File: src/rtl/pipe_sequencer_if.sv
// pipe_sequencer_if: hazard information flowing from the pipeline registers
// into the sequencer, and the stage enable / bubble controls flowing back.
// The slave modport is the sequencer's view; master is the datapath's view.
interface pipe_sequencer_if;
    // Hazard inputs observed in ID and EX
    logic [2:0] ifid_reg1_i;
    logic [2:0] ifid_reg2_i;
    logic       ifid_uses_reg2_i;
    logic       ifid_halt_i;
    logic       idex_read_mem_i;
    logic [2:0] idex_regD_i;
    logic       branch_taken_i;
    // Pipeline controls
    logic       pc_we_o;
    logic       ifid_we_o;
    logic       ifid_flush_o;
    logic       idex_flush_o;

    modport master (
        output ifid_reg1_i, ifid_reg2_i, ifid_uses_reg2_i, ifid_halt_i,
               idex_read_mem_i, idex_regD_i, branch_taken_i,
        input  pc_we_o, ifid_we_o, ifid_flush_o, idex_flush_o
    );

    modport slave (
        input  ifid_reg1_i, ifid_reg2_i, ifid_uses_reg2_i, ifid_halt_i,
               idex_read_mem_i, idex_regD_i, branch_taken_i,
        output pc_we_o, ifid_we_o, ifid_flush_o, idex_flush_o
    );
endinterface

File: src/rtl/pipe_sequencer.sv
// pipe_sequencer: central pipeline control FSM for the 5-stage 8-bit core.
// Sequences start-up, load-use stalls, taken-branch flushes and halt/drain.
// Optional build macro PIPE_SEQ_PERF_CNT_EN enables the saturating
// performance counters; without it the counter outputs are tied to zero.
module pipe_sequencer #(
    parameter int BR_PENALTY = 1,   // extra flush cycles after a taken branch (1..7)
    parameter int DRAIN_CYC  = 3,   // cycles from the halt cycle to halted_o (1..7)
    parameter int CNT_W      = 16   // performance counter width
) (
    input  logic             clk,
    input  logic             rst_n,
    input  logic             start_i,
    pipe_sequencer_if.slave  pif,
    output logic             busy_o,
    output logic             halted_o,
    output logic [CNT_W-1:0] stall_cnt_o,
    output logic [CNT_W-1:0] flush_cnt_o,
    output logic [CNT_W-1:0] cycle_cnt_o
);

    localparam logic [2:0] S_IDLE  = 3'd0;
    localparam logic [2:0] S_RUN   = 3'd1;
    localparam logic [2:0] S_FLUSH = 3'd2;
    localparam logic [2:0] S_DRAIN = 3'd3;
    localparam logic [2:0] S_HALT  = 3'd4;

    localparam logic [2:0] BR_LOAD    = 3'(BR_PENALTY);
    localparam logic [2:0] DRAIN_LOAD = 3'(DRAIN_CYC - 1);

    logic [2:0] state_q, state_d;
    logic [2:0] cnt_q, cnt_d;
    logic       load_use;
    logic       pc_we, ifid_we, ifid_flush, idex_flush;

    // A load in EX whose destination is read by the instruction in ID
    assign load_use = pif.idex_read_mem_i &&
                      ((pif.idex_regD_i == pif.ifid_reg1_i) ||
                       (pif.ifid_uses_reg2_i && (pif.idex_regD_i == pif.ifid_reg2_i)));

    // Next-state, down-counter and pipeline control decode
    always_comb begin
        // NOTE: every signal assigned here gets a default first so no path
        // leaves it unassigned; otherwise synthesis infers a latch.
        state_d    = state_q;
        cnt_d      = cnt_q;
        pc_we      = 1'b0;
        ifid_we    = 1'b0;
        ifid_flush = 1'b1;
        idex_flush = 1'b1;
        case (state_q)
            S_IDLE, S_HALT: begin
                if (start_i) state_d = S_RUN;
            end
            S_RUN: begin
                if (pif.branch_taken_i) begin
                    // Fetch loads the target while both younger slots are squashed
                    pc_we   = 1'b1;
                    ifid_we = 1'b1;
                    if (BR_PENALTY > 0) begin
                        cnt_d   = BR_LOAD;
                        state_d = S_FLUSH;
                    end
                end else if (load_use) begin
                    // Hold PC and IF_ID, insert one bubble into ID_EX
                    ifid_flush = 1'b0;
                end else if (pif.ifid_halt_i) begin
                    // The halt cycle itself counts toward DRAIN_CYC, so DRAIN
                    // lasts DRAIN_CYC-1 cycles and is skipped when that is zero
                    ifid_flush = 1'b0;
                    cnt_d      = DRAIN_LOAD;
                    state_d    = (DRAIN_CYC <= 1) ? S_HALT : S_DRAIN;
                end else begin
                    pc_we      = 1'b1;
                    ifid_we    = 1'b1;
                    ifid_flush = 1'b0;
                    idex_flush = 1'b0;
                end
            end
            S_FLUSH: begin
                pc_we   = 1'b1;
                ifid_we = 1'b1;
                cnt_d   = cnt_q - 3'd1;
                if (cnt_q <= 3'd1) state_d = S_RUN;
            end
            S_DRAIN: begin
                cnt_d = cnt_q - 3'd1;
                if (cnt_q <= 3'd1) state_d = S_HALT;
            end
            default: begin
                state_d = S_IDLE;
                cnt_d   = 3'd0;
            end
        endcase
    end

    // State and down-counter registers
    always_ff @(posedge clk or negedge rst_n) begin
        // NOTE: sequential state uses non-blocking assignments so every
        // register samples pre-edge values regardless of block ordering.
        if (!rst_n) begin
            state_q <= S_IDLE;
            cnt_q   <= 3'd0;
        end else begin
            state_q <= state_d;
            cnt_q   <= cnt_d;
        end
    end

    assign pif.pc_we_o      = pc_we;
    assign pif.ifid_we_o    = ifid_we;
    assign pif.ifid_flush_o = ifid_flush;
    assign pif.idex_flush_o = idex_flush;
    assign busy_o   = (state_q == S_RUN) || (state_q == S_FLUSH) || (state_q == S_DRAIN);
    assign halted_o = (state_q == S_HALT);

`ifdef PIPE_SEQ_PERF_CNT_EN
    localparam logic [CNT_W-1:0] CNT_MAX = '1;

    logic             stall_inc, flush_inc, cnt_clear;
    logic [CNT_W-1:0] stall_cnt_q, stall_cnt_d;
    logic [CNT_W-1:0] flush_cnt_q, flush_cnt_d;
    logic [CNT_W-1:0] cycle_cnt_q, cycle_cnt_d;

    assign cnt_clear = ((state_q == S_IDLE) || (state_q == S_HALT)) && start_i;
    assign flush_inc = (state_q == S_RUN) && pif.branch_taken_i;
    assign stall_inc = (state_q == S_RUN) && !pif.branch_taken_i && load_use;

    // Saturating counter update; a start request clears all three
    always_comb begin
        stall_cnt_d = stall_cnt_q;
        flush_cnt_d = flush_cnt_q;
        cycle_cnt_d = cycle_cnt_q;
        if (cnt_clear) begin
            stall_cnt_d = '0;
            flush_cnt_d = '0;
            cycle_cnt_d = '0;
        end else begin
            if (stall_inc && (stall_cnt_q != CNT_MAX)) stall_cnt_d = stall_cnt_q + 1'b1;
            if (flush_inc && (flush_cnt_q != CNT_MAX)) flush_cnt_d = flush_cnt_q + 1'b1;
            if (busy_o    && (cycle_cnt_q != CNT_MAX)) cycle_cnt_d = cycle_cnt_q + 1'b1;
        end
    end

    // Counter registers
    always_ff @(posedge clk or negedge rst_n) begin
        if (!rst_n) begin
            stall_cnt_q <= '0;
            flush_cnt_q <= '0;
            cycle_cnt_q <= '0;
        end else begin
            stall_cnt_q <= stall_cnt_d;
            flush_cnt_q <= flush_cnt_d;
            cycle_cnt_q <= cycle_cnt_d;
        end
    end

    assign stall_cnt_o = stall_cnt_q;
    assign flush_cnt_o = flush_cnt_q;
    assign cycle_cnt_o = cycle_cnt_q;
`else
    assign stall_cnt_o = '0;
    assign flush_cnt_o = '0;
    assign cycle_cnt_o = '0;
`endif

endmodule
File: src/flat_wrapper.sv
// flat-port wrapper written by rule: the top's interface ports become plain ports
module pipe_sequencer_flat 
#(
    parameter int BR_PENALTY = 1,                                                    
    parameter int DRAIN_CYC  = 3,                                                   
    parameter int CNT_W      = 16                               
)
  (clk, rst_n, start_i, busy_o, halted_o, stall_cnt_o, flush_cnt_o, cycle_cnt_o, pif_ifid_reg1_i, pif_ifid_reg2_i, pif_ifid_uses_reg2_i, pif_ifid_halt_i, pif_idex_read_mem_i, pif_idex_regD_i, pif_branch_taken_i, pif_pc_we_o, pif_ifid_we_o, pif_ifid_flush_o, pif_idex_flush_o);
  pipe_sequencer_if pif_i ();
  input  logic clk;
  input  logic rst_n;
  input  logic start_i;
  output logic busy_o;
  output logic halted_o;
  output logic [CNT_W-1:0] stall_cnt_o;
  output logic [CNT_W-1:0] flush_cnt_o;
  output logic [CNT_W-1:0] cycle_cnt_o;
  input wire logic [$bits(pif_i.ifid_reg1_i)-1:0] pif_ifid_reg1_i;
  input wire logic [$bits(pif_i.ifid_reg2_i)-1:0] pif_ifid_reg2_i;
  input wire logic [$bits(pif_i.ifid_uses_reg2_i)-1:0] pif_ifid_uses_reg2_i;
  input wire logic [$bits(pif_i.ifid_halt_i)-1:0] pif_ifid_halt_i;
  input wire logic [$bits(pif_i.idex_read_mem_i)-1:0] pif_idex_read_mem_i;
  input wire logic [$bits(pif_i.idex_regD_i)-1:0] pif_idex_regD_i;
  input wire logic [$bits(pif_i.branch_taken_i)-1:0] pif_branch_taken_i;
  output wire logic [$bits(pif_i.pc_we_o)-1:0] pif_pc_we_o;
  output wire logic [$bits(pif_i.ifid_we_o)-1:0] pif_ifid_we_o;
  output wire logic [$bits(pif_i.ifid_flush_o)-1:0] pif_ifid_flush_o;
  output wire logic [$bits(pif_i.idex_flush_o)-1:0] pif_idex_flush_o;
  assign pif_i.ifid_reg1_i = pif_ifid_reg1_i;
  assign pif_i.ifid_reg2_i = pif_ifid_reg2_i;
  assign pif_i.ifid_uses_reg2_i = pif_ifid_uses_reg2_i;
  assign pif_i.ifid_halt_i = pif_ifid_halt_i;
  assign pif_i.idex_read_mem_i = pif_idex_read_mem_i;
  assign pif_i.idex_regD_i = pif_idex_regD_i;
  assign pif_i.branch_taken_i = pif_branch_taken_i;
  assign pif_pc_we_o = pif_i.pc_we_o;
  assign pif_ifid_we_o = pif_i.ifid_we_o;
  assign pif_ifid_flush_o = pif_i.ifid_flush_o;
  assign pif_idex_flush_o = pif_i.idex_flush_o;
  pipe_sequencer #(.BR_PENALTY(BR_PENALTY), .DRAIN_CYC(DRAIN_CYC), .CNT_W(CNT_W)) u_core (.clk(clk), .rst_n(rst_n), .start_i(start_i), .pif(pif_i), .busy_o(busy_o), .halted_o(halted_o), .stall_cnt_o(stall_cnt_o), .flush_cnt_o(flush_cnt_o), .cycle_cnt_o(cycle_cnt_o));
endmodule
File: config.mk
export PLATFORM = sky130hd
export DESIGN_NAME = pipe_sequencer_flat
export DESIGN_NICKNAME = d
export VERILOG_FILES = /design/src/rtl/pipe_sequencer_if.sv /design/src/rtl/pipe_sequencer.sv /design/src/flat_wrapper.sv
export SDC_FILE = /design/constraint.sdc
export NUM_CORES = 1
export LEC_CHECK = 0
export CORE_MARGIN = 3
export CORE_UTILIZATION = 45
export DETAILED_ROUTE_END_ITERATION = 6
export DONT_BUFFER_PORTS = 1
export MAX_ROUTING_LAYER = met4
export PLACE_DENSITY_LB_ADDON = 0.1
export SKIP_LAST_GASP = 1
export SYNTH_ARGS = -nofsm -noshare
export SYNTH_HDL_FRONTEND = slang
export SYNTH_SLANG_ARGS = --single-unit
File: constraint.sdc
create_clock -name clk -period 7.3 [get_ports clk]
set_input_delay 2.19 -clock clk [delete_from_list [all_inputs] [get_ports clk]]
set_output_delay 2.19 -clock clk [all_outputs]
set_load 0.03 [all_outputs]
==> results.txt <==
outcome: completed
TritonCTS clock tree: built
placed cell count: 133
Layout Cells excl Fill: 136
worst slack at placement: 1720 ps
die area: 2540 µm²
hold path endpoint: u_core.cnt_q[1]$_DFFE_PN0P_
grt ovf: 0
Detailed Route Iter0 Violations: 13
total CTS buffers: 3
fill count: 185
Post-synth top flop: dfrtp_1
Worst-Skew Late Latency: 250 ps
DRC: 0
Final GP Congestion: 0.717
final instance area: 737 µm²
Critical R2R Launch: u_core.state_q[2]$_DFFE_PN0P_
commonest non-fill, non-tap cell in the layout: conb_1
routed vias/inst: 4.15
sequential fraction of the synthesis area: 16.9%
clock slew at reported path FFs: 40 ps
Final Power: 288 µW
Initial Util: 49.3%
largest cells by area after synthesis: buf_4 41%, dfrtp_1 17%, a21oi_1 3.9%, xnor2_1 3.0%, xor2_1 3.0%
area delta synth->final: -17.0%
largest net degree at the start of global routing: 13
Synth cell types: 30
via count: 564
Hold Crit Class: reg2reg
First-pass DRT Iterations: 4
RSZ-0062 raised after global routing: false
cts hold-fix bufs: 0
Largest stage delay, worst path: 560 ps
area leader, netlist: buf_4
Top-Level Pins: 70
Std-Cell Rows: 15
Clock Tree Root: clkbuf_4
WP data arrival: 3370 ps
post-CTS resize count: 0
number of diodes: 0
most frequent cells in the layout: 48 x conb_1, 7 x a21oi_1, 6 x inv_1, 6 x dfrtp_1
share of layout cells above drive strength 1: 3.60%
Bufs and invs on worst path: 0
number of H-tree levels: 1
Die W: 50.4 µm
Synth Cell Area: 888 µm²
first-pass GRT wire length: 1.88 mm
Mapped Cells: 113
leakage: 0.400 nW
hpwl dp: 1.13 mm
Synth top area share: 41.4%
Reg area: 150 µm²
GR Util All Layers: 10.0%
setup repair bufs after CTS: 0
DR WL/cell: 9.74 µm
Critical Path Fanout Max: 6
Area after DPL: 714 µm²
min-delay src: u_core.cnt_q[1]$_DFFE_PN0P_
multi-input combinational cell area: 510 µm²
Worst Max-Slew Pin Slew: 557 ps
worst r2r path cells: 2
Synth Register Bits: 6
WHS Path Cells: 1
# Max-Cap Violations: 0
CP Data Required Time: 5110 ps
internal reg-to-reg setup slack: 5580 ps
worst setup margin: 1740 ps
Post-synth ARST share: 100%
PD cells: 390 nW/µm²
crit-path cells: xor2_1 > nor4_1 > a41oi_1 > a211o_1
fmax: 180 MHz
Critical-path top delay cell: a211o_1
vias in the first global route: 436
fin nets: 131
EDFF count, synth: 0
final hold violation count: 0
Setup CP Type: in2out
Core ar.: 1800 µm²
slew margin rel.: 62.7%
crit end category: output pin
Slew Limit Fails: 0
count of warnings emitted by yosys: 0
Routed WL: 1.32 mm
Avg Inst Size Synth: 7.86 µm²
input/output buffers: 0
Worst path top cell family by delay: compound AO/OA/AOI/OAI gates
Post-DRT Antenna Nets: 0
FF-to-FF End: u_core.cnt_q[1]$_DFFE_PN0P_
Die Height: 50.4 µm
Tmin final: 5560 ps
CP Launch Type: input pin
Final setup viols: 0
CTS Sinks: 6
period utilization: 76.1%
initial antenna violation count: 0
CTS max path bufs: 2
setup tns final: 0 ps
Max Clock Skew: 11.4 ps
Max VDD drop: 0.263 mV
==> cell families (layout without fill, tap and decap cells) <==
| kind of cell | count (synthesis) | in the layout | share of synthesized area (%) |
|---|---|---|---|
| adders and majority gates | 2 | 2 | 2.82 |
| and+or+nand+nor | 21 | 21 | 12.7 |
| xor gates and xnor gates | 6 | 6 | 5.92 |
| muxes | 1 | 1 | 1.27 |
| AOI/OAI and AO/OA | 18 | 18 | 14.5 |
| buffers and inverters | 58 | 9 | 45.5 |
| DFF | 6 | 6 | 16.9 |
| other | 1 | 48 | 0.422 |
==> state kept, by name, summed over array words and instances, names as in the netlist <==
| name | cells |
|---|---|
| u_core.cnt_q | 3 |
| u_core.state_q | 3 |
==> per-layer routing <==
layer / vias up / global-route usage [%] / part of all wire [%]
met3: 2 / 5.04 / 17
met5: - / - / 0
met2: 51 / 16.1 / 49
met1: 239 / 11.5 / 33
li1: 272 / - / -
met4: 0 / 1.35 / 0.30
==> cell type report <==
type | instances | area share, %
clock buffers | 3 | 3.06
inverters | 6 | 3.06
multi-input cells | 96 | 69.3
flip-flops and latches | 6 | 20.4
well taps | 25 | 4.24
==> cells in the mapped netlist (2+ instances only) <==
| library cell | number |
|---|---|
| buf_4 | 49 |
| a21oi_1 | 7 |
| dfrtp_1 | 6 |
| inv_1 | 6 |
| nand2_1 | 4 |
| nand2b_1 | 4 |
| nor2_1 | 4 |
| nor3_1 | 3 |
| xnor2_1 | 3 |
| xor2_1 | 3 |
| a211o_1 | 2 |
| a41oi_1 | 2 |
| buf_2 | 2 |
| ha_1 | 2 |
==> worst reg2reg max path, delay by kind of cell, from the launching register on <==
kind               cells  cell delay [ps]
AOI/OAI and AO/OA      1              330
DFF                    1              490
and+or+nand+nor        1              760
==> through the flow <==
stage                     utilization, %  hold slack [ps]
after floorplan                        -              497
after global placement              39.7              532
after global routing                40.9              603
after CTS                           40.9              555
final                               40.9              554
after detailed placement            39.7              543
==> how the worst max path moves through the flow <==
stage / from / slack, ps / endpoint / depth (start not counted)
after floorplan: pif_idex_regD_i[2] / 1750 / pif_pc_we_o / 5
after global placement: pif_ifid_reg2_i[2] / 1720 / pif_pc_we_o / 4
after detailed placement: pif_ifid_reg2_i[2] / 1720 / pif_pc_we_o / 4
after CTS: pif_ifid_reg2_i[1] / 1720 / pif_pc_we_o / 4
after global routing: pif_idex_regD_i[0] / 1650 / pif_ifid_we_o / 4
final: pif_ifid_reg2_i[2] / 1740 / pif_pc_we_o / 4
==> power by group <==
group / leakage (nW) / internal [mW] / switching, mW / total [mW]
Sequential: 0.0762 / 0.0492 / 0.0293 / 0.0785
Combinational: 0.310 / 0.0554 / 0.123 / 0.178
Clock: 0.0138 / 0.0186 / 0.0121 / 0.0307
Total: 0.400 / 0.123 / 0.164 / 0.288
(Power assumes the default switching activity.)
